--- src/rtl/adder_nbit_seq.sv ---
// Multi-cycle N-bit add/subtract unit, CHUNK bits per clock, LSB chunk first.
// Ports: clk, rst (sync, active-high), start, sub, a, b -> busy, done, sum[N:0].
module adder_nbit_seq #(
  parameter int N     = 10,
  parameter int CHUNK = 2
) (
  input  logic         clk,
  input  logic         rst,
  input  logic         start,
  input  logic         sub,
  input  logic [N-1:0] a,
  input  logic [N-1:0] b,
  output logic         busy,
  output logic         done,
  output logic [N:0]   sum
);

  localparam int STEPS = N / CHUNK;
  localparam int CW    = (STEPS > 1) ? $clog2(STEPS) : 1;

  typedef enum logic [1:0] {
    IDLE = 2'd0,
    CALC = 2'd1,
    DONE = 2'd2
  } state_t;

  state_t r_state;
  state_t w_next;

  logic [CW-1:0]  r_cnt;
  logic [N-1:0]   r_a;
  logic [N-1:0]   r_b;
  logic           r_sub;
  logic           r_c;
  logic [N:0]     r_sum;

  logic [CHUNK-1:0] w_bx;
  logic [CHUNK:0]   w_add;
  logic [N-1:0]     w_hi;
  logic [N-1:0]     w_lo_next;
  logic             w_last;

  // B is inverted for subtract; the initial carry of 1 completes two's complement.
  assign w_bx   = r_b[CHUNK-1:0] ^ {CHUNK{r_sub}};
  assign w_add  = {1'b0, r_a[CHUNK-1:0]}
                + {1'b0, w_bx}
                + {{CHUNK{1'b0}}, r_c};
  assign w_last = (r_cnt == CW'(STEPS - 1));

  // Result chunks enter at the top and shift down, so after STEPS
  // cycles the first (least-significant) chunk sits at bit 0.
  assign w_hi      = N'(w_add[CHUNK-1:0]) << (N - CHUNK);
  assign w_lo_next = (r_sum[N-1:0] >> CHUNK) | w_hi;

  always_ff @(posedge clk) begin
    if (rst) r_state <= IDLE;
    else     r_state <= w_next;
  end

  always_comb begin
    w_next = r_state;
    busy   = 1'b0;
    done   = 1'b0;
    unique case (r_state)
      IDLE: begin
        if (start) w_next = CALC;
      end
      CALC: begin
        busy = 1'b1;
        if (w_last) w_next = DONE;
      end
      DONE: begin
        done   = 1'b1;
        w_next = IDLE;
      end
      default: w_next = IDLE;
    endcase
  end

  always_ff @(posedge clk) begin
    if (rst) begin
      r_cnt <= '0;
      r_a   <= '0;
      r_b   <= '0;
      r_sub <= 1'b0;
      r_c   <= 1'b0;
      r_sum <= '0;
    end else begin
      unique case (r_state)
        IDLE: begin
          if (start) begin
            r_a   <= a;
            r_b   <= b;
            r_sub <= sub;
            r_c   <= sub;
            r_cnt <= '0;
          end
        end
        CALC: begin
          r_a          <= r_a >> CHUNK;
          r_b          <= r_b >> CHUNK;
          r_c          <= w_add[CHUNK];
          r_cnt        <= r_cnt + CW'(1);
          r_sum[N-1:0] <= w_lo_next;
          // For subtract, borrow is the inverse of the final carry.
          if (w_last) r_sum[N] <= w_add[CHUNK] ^ r_sub;
        end
        default: ;
      endcase
    end
  end

  assign sum = r_sum;

endmodule

--- config.mk ---
export PLATFORM = sky130hd
export DESIGN_NAME = adder_nbit_seq
export DESIGN_NICKNAME = d
export VERILOG_FILES = /design/src/rtl/adder_nbit_seq.sv
export SDC_FILE = /design/constraint.sdc
export NUM_CORES = 1
export LEC_CHECK = 0
export CAP_MARGIN = 30
export CORE_AREA = 3 3 70 72
export CTS_CLUSTER_DIAMETER = 80
export DETAILED_ROUTE_END_ITERATION = 10
export DIE_AREA = 0 0 73 75
export PLACE_DENSITY = 0.65
export SYNTH_ARGS = -nofsm -noshare
export SYNTH_HDL_FRONTEND = slang
export SYNTH_SLANG_ARGS = --single-unit
--- constraint.sdc ---
create_clock -name clk -period 2 [get_ports clk]
set_input_delay 0.3 -clock clk [delete_from_list [all_inputs] [get_ports clk]]
set_output_delay 0.3 -clock clk [all_outputs]
set_load 0.02 [all_outputs]
## Yosys cells after proc, flatten, opt, wreduce, memory -nomap -nowiden

Index checks and enable logic that the tools add are counted.

| cells by class | value |
|---|---|
| add/sub/neg operators | 3 |
| equality and inequality tests | 5 |
| multiplexer cells | 13 |
| bitwise gates (word level) | 3 |
| reduce and logical (&&, ||, !) cells | 6 |

Operators by type and width:

| kind | number |
|---|---|
| $pmux W10 S2 | 2 |
| $mux W10 | 2 |
| $or A8 B10 Y10 | 1 |
| $reduce_and A2 Y1 | 4 |
| $pmux W3 S2 | 1 |
| $mux W2 | 2 |
| $ne A2 B2 Y1 const B | 2 |
| $pmux W2 S2 | 1 |
| $add A2 B2 Y3 | 1 |
| $add A3 B1 Y3 | 1 |
| $add A3 B1 Y3 const B | 1 |
| $eq A3 B3 Y1 const B | 1 |
| $mux W1 | 3 |
| $mux W3 | 1 |
| $eq A2 B1 Y1 const B | 1 |
| $eq A2 B2 Y1 const B | 1 |
| $logic_not A2 Y1 | 1 |
| $pmux W1 S2 | 1 |
| $reduce_bool A2 Y1 | 1 |
| $xor A2 B2 Y2 | 1 |
| $xor A1 B1 Y1 | 1 |

| storage, ports and cells | value |
|---|---|
| register bits after elaboration | 38 |
| logic and storage cells | 38 |

## Logic depth before layout (Yosys ltp)

Gate-level depths: netlist of the first run.

| depth | value |
|---|---|
| depth after elaboration | 4 |
| gate-level depth with buffers | 6 |

## Least setup slack after synthesis of the first run

OpenSTA, ideal clock, no wires.

| timing path | value |
|---|---|
| path kind | flip-flop to flip-flop |
| from | register r_sub |
| to | register r_sum[10], in the netlist sum[10] |
| arrival time | 1,555 ps |
| required time | 1,872 ps |
| path slack | 317 ps |
| cell stages (with the launch flop) | 7 |
| path buffers | 0 |
| cell sequence | dfxtp_1 xor2_1 fa_1 fa_1 xor2_1 mux2i_1 nor2_1 |

| on the way | value |
|---|---|
| longest elaborated chain between the ends | 4 |

RTL lines:

| element | line | text |
|---|---|---|
| start, declared | 33 | `logic r_sub;` |
| start signal, assigned | 94 | `r_sub <= sub;` |
| $xor A2 B2 Y2 | 44 | `assign w_bx = r_b[CHUNK-1:0] ^ {CHUNK{r_sub}};` |
| $add A2 B2 Y3 | 46 | `+ {1'b0, w_bx}` |
| $add A3 B1 Y3 | 47 | `+ {{CHUNK{1'b0}}, r_c};` |
| $xor A1 B1 Y1 * | 106 | `if (w_last) r_sum[N] <= w_add[CHUNK] ^ r_sub;` |
| end signal, assigned by index | 104 | `r_sum[N-1:0] <= w_lo_next;` |
| end signal, assigned by index | 106 |  |
| end, declared | 35 | `logic [N:0] r_sum;` |

Mark *: on every way between the ends. The rest lies on a longest branch, timed or not.
A chain may end at the register's enable or synchronous reset.

## Final worst setup path of the first run

Same ends and word-level chain as after synthesis.

==> out/results.env, run 1 <==
DRT_PRE_ANTENNA_ITERS=4
ANT_NETS=0
COUNT_OF_FINAL_MAX_SLEW_CHECK_FAILURES=0
SYNTH-SEQ-AREA-SHARE_PCT=44.4
REPORT.FINAL.HOLD_VIOL_COUNT=0
ROW_COUNT=24
DETAILEDPLACE.WORSTSLACK_NS=0.166
COMMONEST_REGISTER_CELL_AFTER_SYNTHESIS='sky130_fd_sc_hd__dfxtp_1'
CTS_INSERTED_BUFFERS=5
SYNTH.NET_COUNT=200
POWER.IR.VDD_WORST_mV=0.382
MIN-DELAY-PATH-CLASS='register to register'
ANTENNA_CELLS_INSERTED=0
POST-DP-HPWL_MM=2.55
CLOCK-ROOT-BUFFER='sky130_fd_sc_hd__clkbuf_8'
CLOCK_LATENCY_NS=0.29
SYNTH_TOP_AREA_CELL='sky130_fd_sc_hd__dfxtp_1'
PLACEMENT.CELL_AREA_MM2=0.00211
WORST_SLEW_MARGIN_REL_PCT=67.3
STATUS='complete, no violations'
FINAL.PERIOD_UTILIZATION_PCT=91.5
GRT_OVERFLOW=0
TRACK_USAGE_PCT=14.0
GRT_UTIL_MET1_PCT=16.1
WORST_HOLD_PATH_CELLS=2
SEQ_AREA_UM2=761
GRT_PASS1_WL_MM=5.91
DESIGN.CORE.AREA_MM2=0.00435
ROUTE.FINAL.WIRE_LENGTH_MM=3.52
NETLIST_AREA_MM2=0.00171
LAYOUT-AREA-OVERHEAD-VS-SYNTH_PCT=29.9
YS_WARN_COUNT=0
MULTI_INPUT_AREA_UM2=853
TIMING.FINAL.WS_SETUP_NS=0.170
SYNTH-EDFF-COUNT=0
FRACTION_OF_THE_CORE_AREA_COVERED_BY_CELLS_AT_THE_END_OF_THE_FLOW_PCT=51.1
DRT_ITER0_MARKERS=78
CLK_PATH_BUF_DEPTH=2
LENGTH_IN_CELLS_OF_THE_WORST_REG_TO_REG_PATH=6
DIE-HEIGHT_UM=75
DIE_WIDTH_UM=73
FINAL_COMMON_CELL='sky130_fd_sc_hd__dfxtp_1'
GRT_SETUP_UNREPAIRED='no'
DRV_CAP=0
GRT_MOST_USED_LAYER='met2'
CLK_PIN_SLEW_NS=0.07
SETUP_TNS_NS=0
NETS=237
CTS.HTREE.LEVELS=2
YOSYSUNIQUECELLTYPES=28
CTS_HOLD_REPAIR.BUFFERS=0
PATH_CLASS='register to register'
POWER_LEAKAGE_nW=0.871
REPLACE_CONGESTION=0.708
WORST_SETUP_EP_TYPE='register'
CLOCK_PERIOD_MINUS_FINAL_WORST_SETUP_SLACK_NS=1.83
MAX_CLOCK_FREQ_MHz=546
FILL_CELLS=416
FIRST_GLOBAL_VIAS=1310
IOPINCOUNT=37
VIA_COUNT=1317
ASYNC_FLOP_SHARE_PCT=0
SYNTH.AVG_CELL_AREA_UM2=9.96
REGISTER_BIT_COUNT_REPORTED_BY_YOSYS=38
CLOCK_SINKS=38
REMAINING_DRC_ERRORS=0
CRITICAL_PATH.MAX_FANOUT=4
ROUTE.DETAILED.WL_PER_INST_UM=13.4
CRIT_ARRIVAL_NS=1.99
DIEAREA_MM2=0.00548
DRIVE_GT1_SHARE_PCT=17.6
CRITICAL_PATH.STARTPOINT_TYPE='register'
SYNTHCELLS=172
POST-ROUTE-CELL-AREA_MM2=0.00223
WORST_SLEW_PIN_SLEW_NS=0.491
POWERDENSITY_mW_PER_MM2=793
TRITONCTS='yes'
SYNTH.TOP_CELL.AREA_SHARE_PCT=44.4
GRTUSAGEMET2_PCT=24.5
PLACEMENT.IO_BUFFERS=36
REQ_TIME_CRIT_PATH_NS=2.16
SETUP_VIOL=0
START_UTIL_PCT=39.3
SKEW_NS=0.0122
GRT_USE_MET3_PCT=4.54
ANTENNA_FOUND_INITIAL=0
SYNTH_TOP_CELLS_BY_AREA='sky130_fd_sc_hd__dfxtp_1 (44%), sky130_fd_sc_hd__a211oi_2 (12%), sky130_fd_sc_hd__mux2i_1 (11%), sky130_fd_sc_hd__nor2_1 (6.1%), sky130_fd_sc_hd__nand2_1 (4.6%)'
VIA_PER_INST=5.03
PIN_COUNT_OF_THE_BIGGEST_NET_ENTERING_GLOBAL_ROUTING=39
MOST-COMMON-LAYOUT-CELLS='sky130_fd_sc_hd__dfxtp_1 (38), sky130_fd_sc_hd__clkdlybuf4s50_1 (34), sky130_fd_sc_hd__nor2_1 (28)'
worst max-delay path, cell delays in order (launching register included):
cell and delay [ns]:
sky130_fd_sc_hd__dfxtp_1 0.42, sky130_fd_sc_hd__xor2_1 0.12, sky130_fd_sc_hd__fa_1 0.41, sky130_fd_sc_hd__fa_1 0.42
sky130_fd_sc_hd__xor2_1 0.16, sky130_fd_sc_hd__mux2i_1 0.14, sky130_fd_sc_hd__nor2_1 0.05
sequential cells by signal, summed over array words and instances (netlist names):
register  flops
r_b          10
sum          11
r_sub         1
r_c           1
r_a          10
r_state       2
r_cnt         3
layer usage:
metal | vias up | share of wire, %
met5 | - | 0
met4 | 0 | 1.3
met3 | 6 | 4.9
met2 | 29 | 52
met1 | 615 | 42
li1 | 667 | -
report_power, final:
group          internal [W]  switching [W]
Combinational      0.000146       0.000145
Sequential         0.000804      0.0000316
Clock              0.000367       0.000272
cells by family (layout without fill, tap and decap cells):
family	after synthesis	count (layout)	share of synthesized area, %
adder cells (fa/ha/maj)	4	4	3.80
AND/OR/NAND/NOR	55	55	13.4
XOR/XNOR	3	3	1.53
flip-flops	38	38	44.4
buffers and inverters	17	55	5.77
AO/OA/AOI/OAI	37	37	20.5
multiplexers	18	18	10.5
cell type report:
type	instances	area share [%]
Clock inverter	3	1.80
Clock buffer	5	3.09
Multi-Input combinational cell	117	38.3
Sequential cell	38	34.2
Inverter	4	0.675
Tap cell	52	2.92
Timing Repair Buffer	43	19.0
repair_timing:
item / in CTS / in global routing
endpoints found under the setup margin: 0 / 1
buffers inserted: 0 / 0
gates resized for setup: 0 / 1
hold endpoints to repair: 0 / 0
through the flow:
stage          hold WS (ns)  total power [W]  std cells
5_1_grt               0.495          0.00185        262
4_1_cts               0.459          0.00179        262
3_5_place_dp          0.449          0.00115        254
3_3_place_gp          0.443          0.00113        254
6_report              0.460          0.00177        262
2_1_floorplan         0.447          0.00104        172
cell usage after synthesis, drive strengths merged (2+ instances only):
library cell and instances:
clkbuf 4, xor2 3, nor2 28, nand2 21, buf 9, fa 2
ha 2, mux2i 18, inv 4, a21oi 10, a211oi 17, dfxtp 38
a22oi 5
path summary, 6_finish.rpt:
path	from	endpoint	slack (ns)
max	r_sub	sum[10]	0.17
min	sum[1]	sum[1]	0.46
max reg2reg	r_sub	sum[10]	0.17
min reg2reg	sum[1]	sum[1]	0.46
No activity file was read; power rests on OpenSTA's default activity.
==> run 2: changes to the inputs <==
Settings changed: CAP_MARGIN 30 to 10.
Clock period 2 ns to 2.24 ns, I/O delays scaled along.
==> run 2 against run 1 <==
Flip-flop and latch count did not move; clock-buffer cell count is 2 higher; sequential share of layout area is 0.87 points higher; global-route usage decreased by 0.58 points; routed wire length is 2.0% lower; utilization is 1.3 points lower; via count shrank 2.8%; combinational power is 13% lower; worst setup slack improved by 0.069 ns; die area is the same; cell area decreased by 2.5%.
==> out/results.env, run 2 (synthesis gave the netlist of run 1 again) <==
STATUS='complete, no violations'
SETUP_TNS_NS=0  # unchanged
ANTENNA_CELLS_INSERTED=0  # unchanged
LENGTH_IN_CELLS_OF_THE_WORST_REG_TO_REG_PATH=6  # unchanged
POST-DP-HPWL_MM=2.54  # -0.59%
TRACK_USAGE_PCT=13.5  # -0.58 points
NETS=234  # -1.3%
WORST_SLEW_PIN_SLEW_NS=0.849  # +0.358 ns
MOST-COMMON-LAYOUT-CELLS='sky130_fd_sc_hd__dfxtp_1 (38), sky130_fd_sc_hd__clkdlybuf4s50_1 (35), sky130_fd_sc_hd__nor2_1 (28)'
CLOCK_LATENCY_NS=0.28  # about the same
CTS_INSERTED_BUFFERS=5  # unchanged
START_UTIL_PCT=39.3  # unchanged
DIE-HEIGHT_UM=75  # unchanged
ROUTE.DETAILED.WL_PER_INST_UM=13.3  # -0.91%
MIN-DELAY-PATH-CLASS='register to register'
FINAL_COMMON_CELL='sky130_fd_sc_hd__dfxtp_1'
POST-ROUTE-CELL-AREA_MM2=0.00217  # -2.5%
CRITICAL_PATH.STARTPOINT_TYPE='register'
SETUP_VIOL=0  # unchanged
GRT_PASS1_WL_MM=5.65  # -4.3%
CLOCK_SINKS=38  # unchanged
MIN-DELAY-START='sum[1]'
IOPINCOUNT=37  # unchanged
TRITONCTS='yes'
CTS.HTREE.LEVELS=2  # unchanged
WORSTREG2REGEND='sum[10]'
REQ_TIME_CRIT_PATH_NS=1.90  # -0.26 ns
WORST_SETUP_EP_TYPE='output pin'
VIA_PER_INST=4.94  # -1.7%
REPLACE_CONGESTION=0.729  # +3.0%
COUNT_OF_FINAL_MAX_SLEW_CHECK_FAILURES=0  # unchanged
GRT_SETUP_UNREPAIRED='no'
POWER.IR.VDD_WORST_mV=0.299  # -22%
WORST_SLEW_MARGIN_REL_PCT=43.4  # -24 points
CRIT_ARRIVAL_NS=1.67  # -0.32 ns
FRACTION_OF_THE_CORE_AREA_COVERED_BY_CELLS_AT_THE_END_OF_THE_FLOW_PCT=49.9  # -1.3 points
CLOCK_PERIOD_MINUS_FINAL_WORST_SETUP_SLACK_NS=2.00
CTS_HOLD_REPAIR.BUFFERS=0  # unchanged
PATH_CLASS='register to output pin'
FIRST_GLOBAL_VIAS=1214  # -7.3%
CRITICAL_PATH.MAX_FANOUT=13  # +9
ANTENNA_FOUND_INITIAL=0  # unchanged
VIA_COUNT=1280  # -2.8%
DRV_CAP=0  # unchanged
DRIVE_GT1_SHARE_PCT=15.9  # -1.7 points
POWERDENSITY_mW_PER_MM2=679  # -14%
NUMBER_OF_SETUP_BUFFERS_ADDED_AFTER_CTS=0  # unchanged
MAX_CLOCK_FREQ_MHz=500
DESIGN.CORE.AREA_MM2=0.00435  # unchanged
FINAL.PERIOD_UTILIZATION_PCT=89.4
PIN_COUNT_OF_THE_BIGGEST_NET_ENTERING_GLOBAL_ROUTING=39  # unchanged
PLACEMENT.IO_BUFFERS=36  # unchanged
LAYOUT-AREA-OVERHEAD-VS-SYNTH_PCT=26.7
CTS.REPAIR.RESIZED=0  # unchanged
WORST_HOLD_PATH_CELLS=2  # unchanged
REMAINING_DRC_ERRORS=0  # unchanged
CLK_PIN_SLEW_NS=0.07  # about the same
CLK_PATH_BUF_DEPTH=2  # unchanged
R2R_SETUP_SLACK_NS=0.41  # +0.24 ns
CLOCK-ROOT-BUFFER='sky130_fd_sc_hd__clkbuf_8'
TOTAL_POWER_W=0.00147  # -17%
CRITICAL_R2R_LAUNCH='r_sub'
REPORT.FINAL.HOLD_VIOL_COUNT=0  # unchanged
ROW_COUNT=24  # unchanged
POWER_LEAKAGE_nW=0.829  # -4.8%
LARGEST_REG_FLOPS=11  # unchanged
SKEW_NS=0.00445  # -0.00774 ns
ANT_NETS=0  # unchanged
DRT_PRE_ANTENNA_ITERS=4  # unchanged
DRT_ITER0_MARKERS=92  # +18%
SETUP.WORST_PATH.START='r_state[1]'
ROUTE.FINAL.WIRE_LENGTH_MM=3.45  # -2.0%
PLACEMENT.CELL_AREA_MM2=0.00208  # -1.7%
HOLD_PATH_END='sum[1]'
DIEAREA_MM2=0.00548  # unchanged
DIE_WIDTH_UM=73  # unchanged
GRT_OVERFLOW=0  # unchanged
## run 2: power breakdown
| part | internal [W] | switching [W] |
|---|---|---|
| clock | 0.000248 | 0.000226 |
| combinational | 0.000124 | 0.000129 |
| sequential | 0.000718 | 0.0000286 |
## run 2: final cells by class
class                           instances  area (um2)
Clock buffer                            7        86.3
Clock inverter                          1        5.00
Fill cell                             412        2180
Inverter                                4        15.0
Multi-Input combinational cell        117         853
Sequential cell                        38         761
Tap cell                               52        65.1
Timing Repair Buffer                   40         385
## run 2: worst max-delay path by stage
stage                         end  slack, ns  cells past startpoint
after global placement    sum[10]       0.51                      6
final                        busy       0.24                      3
after floorplan           sum[10]       0.56                      6
after global routing         busy       0.12                      3
after CTS                    busy       0.22                      3
after detailed placement  sum[10]       0.42                      6
## run 2: metrics by stage
step	worst slack (ns)	instances	hold WS, ns
4_1_cts	0.222	259	0.456
3_3_place_gp	0.508	251	0.444
5_1_grt	0.122	259	0.477
6_report	0.238	259	0.452
3_5_place_dp	0.423	251	0.446
2_1_floorplan	0.557	172	0.477
## run 2: layer usage
| layer | part of all wire, % | vias up | global-route usage, % |
|---|---|---|---|
| li1 | - | 657 | - |
| met1 | 42 | 595 | 16.1 |
| met2 | 52 | 22 | 22.4 |
| met3 | 4.9 | 6 | 4.54 |
| met4 | 1.4 | 0 | 4.92 |
| met5 | 0 | - | 0 |
## run 2: critical path: stages (launching register included)
cell	delay, ns
sky130_fd_sc_hd__dfxtp_1	0.36
sky130_fd_sc_hd__nand2b_1	0.18
sky130_fd_sc_hd__inv_2	0.18
sky130_fd_sc_hd__clkdlybuf4s50_1	0.66
==> run 3: changes to the inputs <==
Settings changed: CTS_BUF_LIST set to sky130_fd_sc_hd__clkbuf_4 sky130_fd_sc_hd__clkbuf_8 sky130_fd_sc_hd__clkbuf_16, SLEW_MARGIN set to 20.
==> run 3 against run 2 <==
Total power up 0.83%; non-clock buffer count did not move; maximum frequency did not move; critical endpoint unchanged; via count is the same.
==> out/results.env, run 3 (synthesis gave the netlist of run 1 again) <==
CLOCK_SINKS=38  # unchanged
MOST-COMMON-LAYOUT-CELLS='sky130_fd_sc_hd__dfxtp_1 (38), sky130_fd_sc_hd__clkdlybuf4s50_1 (35), sky130_fd_sc_hd__nor2_1 (28)'
WORST_SLEW_PIN_SLEW_NS=0.849  # unchanged
CRITICAL_PATH.CELL_CHAIN='nand2b_1, inv_2, clkdlybuf4s50_1'
STATUS='complete, no violations'
ANTENNA_FOUND_INITIAL=0  # unchanged
FIRST_GLOBAL_VIAS=1214  # unchanged
DRT_PRE_ANTENNA_ITERS=4  # unchanged
CRITICAL_PATH.MAX_FANOUT=13  # unchanged
CLK_PIN_SLEW_NS=0.07  # about the same
VIA_PER_INST=4.94  # unchanged
WORST-PATH-BUF-INV=2  # unchanged
WORST_SETUP_EP_TYPE='output pin'
ANTENNA_CELLS_INSERTED=0  # unchanged
GRT_MOST_USED_LAYER='met2'
SETUP_VIOL=0  # unchanged
CLK_PATH_BUF_DEPTH=2  # unchanged
DRIVE_GT1_SHARE_PCT=16.4  # +0.48 points
ROUTE.FINAL.WIRE_LENGTH_MM=3.45  # unchanged
CTS_INSERTED_BUFFERS=5  # unchanged
DRT_ITER0_MARKERS=92  # unchanged
CRIT_ARRIVAL_NS=1.67  # about the same
ROUTE.DETAILED.WL_PER_INST_UM=13.3  # unchanged
REMAINING_DRC_ERRORS=0  # unchanged
DRV_CAP=0  # unchanged
FINAL_COMMON_CELL='sky130_fd_sc_hd__dfxtp_1'
POWER_LEAKAGE_nW=0.833  # +0.41%
FINAL.PERIOD_UTILIZATION_PCT=89.4  # unchanged
CLOCK_PERIOD_MINUS_FINAL_WORST_SETUP_SLACK_NS=2.00  # unchanged
POST-DP-HPWL_MM=2.54  # unchanged
TOTAL_POWER_W=0.00149  # +0.83%
TRACK_USAGE_PCT=13.5  # unchanged
REPORT.FINAL.HOLD_VIOL_COUNT=0  # unchanged
PATH_CLASS='register to output pin'
PIN_COUNT_OF_THE_BIGGEST_NET_ENTERING_GLOBAL_ROUTING=39  # unchanged
START_UTIL_PCT=39.3  # unchanged
CTS.HTREE.LEVELS=2  # unchanged
COUNT_OF_FINAL_MAX_SLEW_CHECK_FAILURES=0  # unchanged
WORST_PATH_MAX_DELAY_CELL='sky130_fd_sc_hd__clkdlybuf4s50_1'
CLOCK_LATENCY_NS=0.28  # about the same
DIE-HEIGHT_UM=75  # unchanged
PLACEMENT.CELL_AREA_MM2=0.00208  # unchanged
POWER.IR.VDD_WORST_mV=0.299  # about the same
GRT_USE_MET3_PCT=4.54  # unchanged
CTS.REPAIR.RESIZED=0  # unchanged
TRITONCTS='yes'
GRT_OVERFLOW=0  # unchanged
R2R_SETUP_SLACK_NS=0.41  # about the same
CTS_HOLD_REPAIR.BUFFERS=0  # unchanged
POST-ROUTE-CELL-AREA_MM2=0.00217  # +0.17%
SETUP_TNS_NS=0  # unchanged
MAX_CLOCK_FREQ_MHz=500  # unchanged
GRT_UTIL_MET1_PCT=16.1  # unchanged
VIA_COUNT=1280  # unchanged
DESIGN.CORE.AREA_MM2=0.00435  # unchanged
FINALNONFILLERCELLS=259  # unchanged
MIN-DELAY-PATH-CLASS='register to register'
TIMING.CRITICAL_PATH.MAX_DELAY_FAMILY='buffers and inverters'
REQ_TIME_CRIT_PATH_NS=1.90  # about the same
NETS=234  # unchanged
CRITICAL_PATH.STARTPOINT_TYPE='register'
ROW_COUNT=24  # unchanged
NUMBER_OF_SETUP_BUFFERS_ADDED_AFTER_CTS=0  # unchanged
GRT_PASS1_WL_MM=5.65  # unchanged
SKEW_NS=0.00458  # +0.000124 ns
WORST_PATH_LARGEST_CELL_DELAY_NS=0.66  # about the same
DP_CELLS=251  # unchanged
WORST_SLEW_MARGIN_REL_PCT=43.4  # unchanged
DIE_WIDTH_UM=73  # unchanged
ANT_NETS=0  # unchanged
LARGEST_REG_FLOPS=11  # unchanged
DIEAREA_MM2=0.00548  # unchanged
LAYOUT-AREA-OVERHEAD-VS-SYNTH_PCT=27.0
CLOCK-ROOT-BUFFER='sky130_fd_sc_hd__clkbuf_8'
GRT_SETUP_UNREPAIRED='no'
POWERDENSITY_mW_PER_MM2=683  # +0.66%
GRTUSAGEMET2_PCT=22.4  # unchanged
PLACEMENT.IO_BUFFERS=36  # unchanged
IOPINCOUNT=37  # unchanged
REPLACE_CONGESTION=0.729  # unchanged
==> run 3: layout make-up <==
class                      count  area, um2
inverter                       4       15.0
tap                           52       65.1
sequential                    38        761
multi-input combinational    117        853
timing repair buffer          40        385
fill                         411       2180
clock buffer                   7       90.1
clock inverter                 1       5.00
==> run 3: tightest hold or removal path, cell delays in order, from the launching register on <==
cell                      delay (ns)
sky130_fd_sc_hd__dfxtp_1        0.31
sky130_fd_sc_hd__nand2_1        0.05
sky130_fd_sc_hd__a21oi_1        0.05
==> run 3: per-layer routing <==
metal,vias up,part of all wire [%]
li1,657,-
met1,595,42
met2,22,52
met3,6,4.9
met4,0,1.4
met5,-,0
==> run 3: path summary, 6_finish.rpt <==
path / startpoint / cells past startpoint / end
min reg2reg: sum[1] / 2 / sum[1]
min: sum[1] / 2 / sum[1]
max: r_state[1] / 3 / busy
max reg2reg: r_sub / 6 / sum[10]
==> run 3: where the power goes <==
group / switching, W / internal [W]
sequential: 0.0000286 / 0.000718
combinational: 0.000129 / 0.000124
clock: 0.000226 / 0.000260
==> run 3: stage by stage <==
step	setup WS, ns	util [%]	hold WS (ns)
global route	0.122	49.9	0.477
finish	0.238	49.9	0.452
global placement	0.508	47.8	0.444
CTS	0.222	49.9	0.456
detailed placement	0.423	47.8	0.446
floorplan	0.557	-	0.477
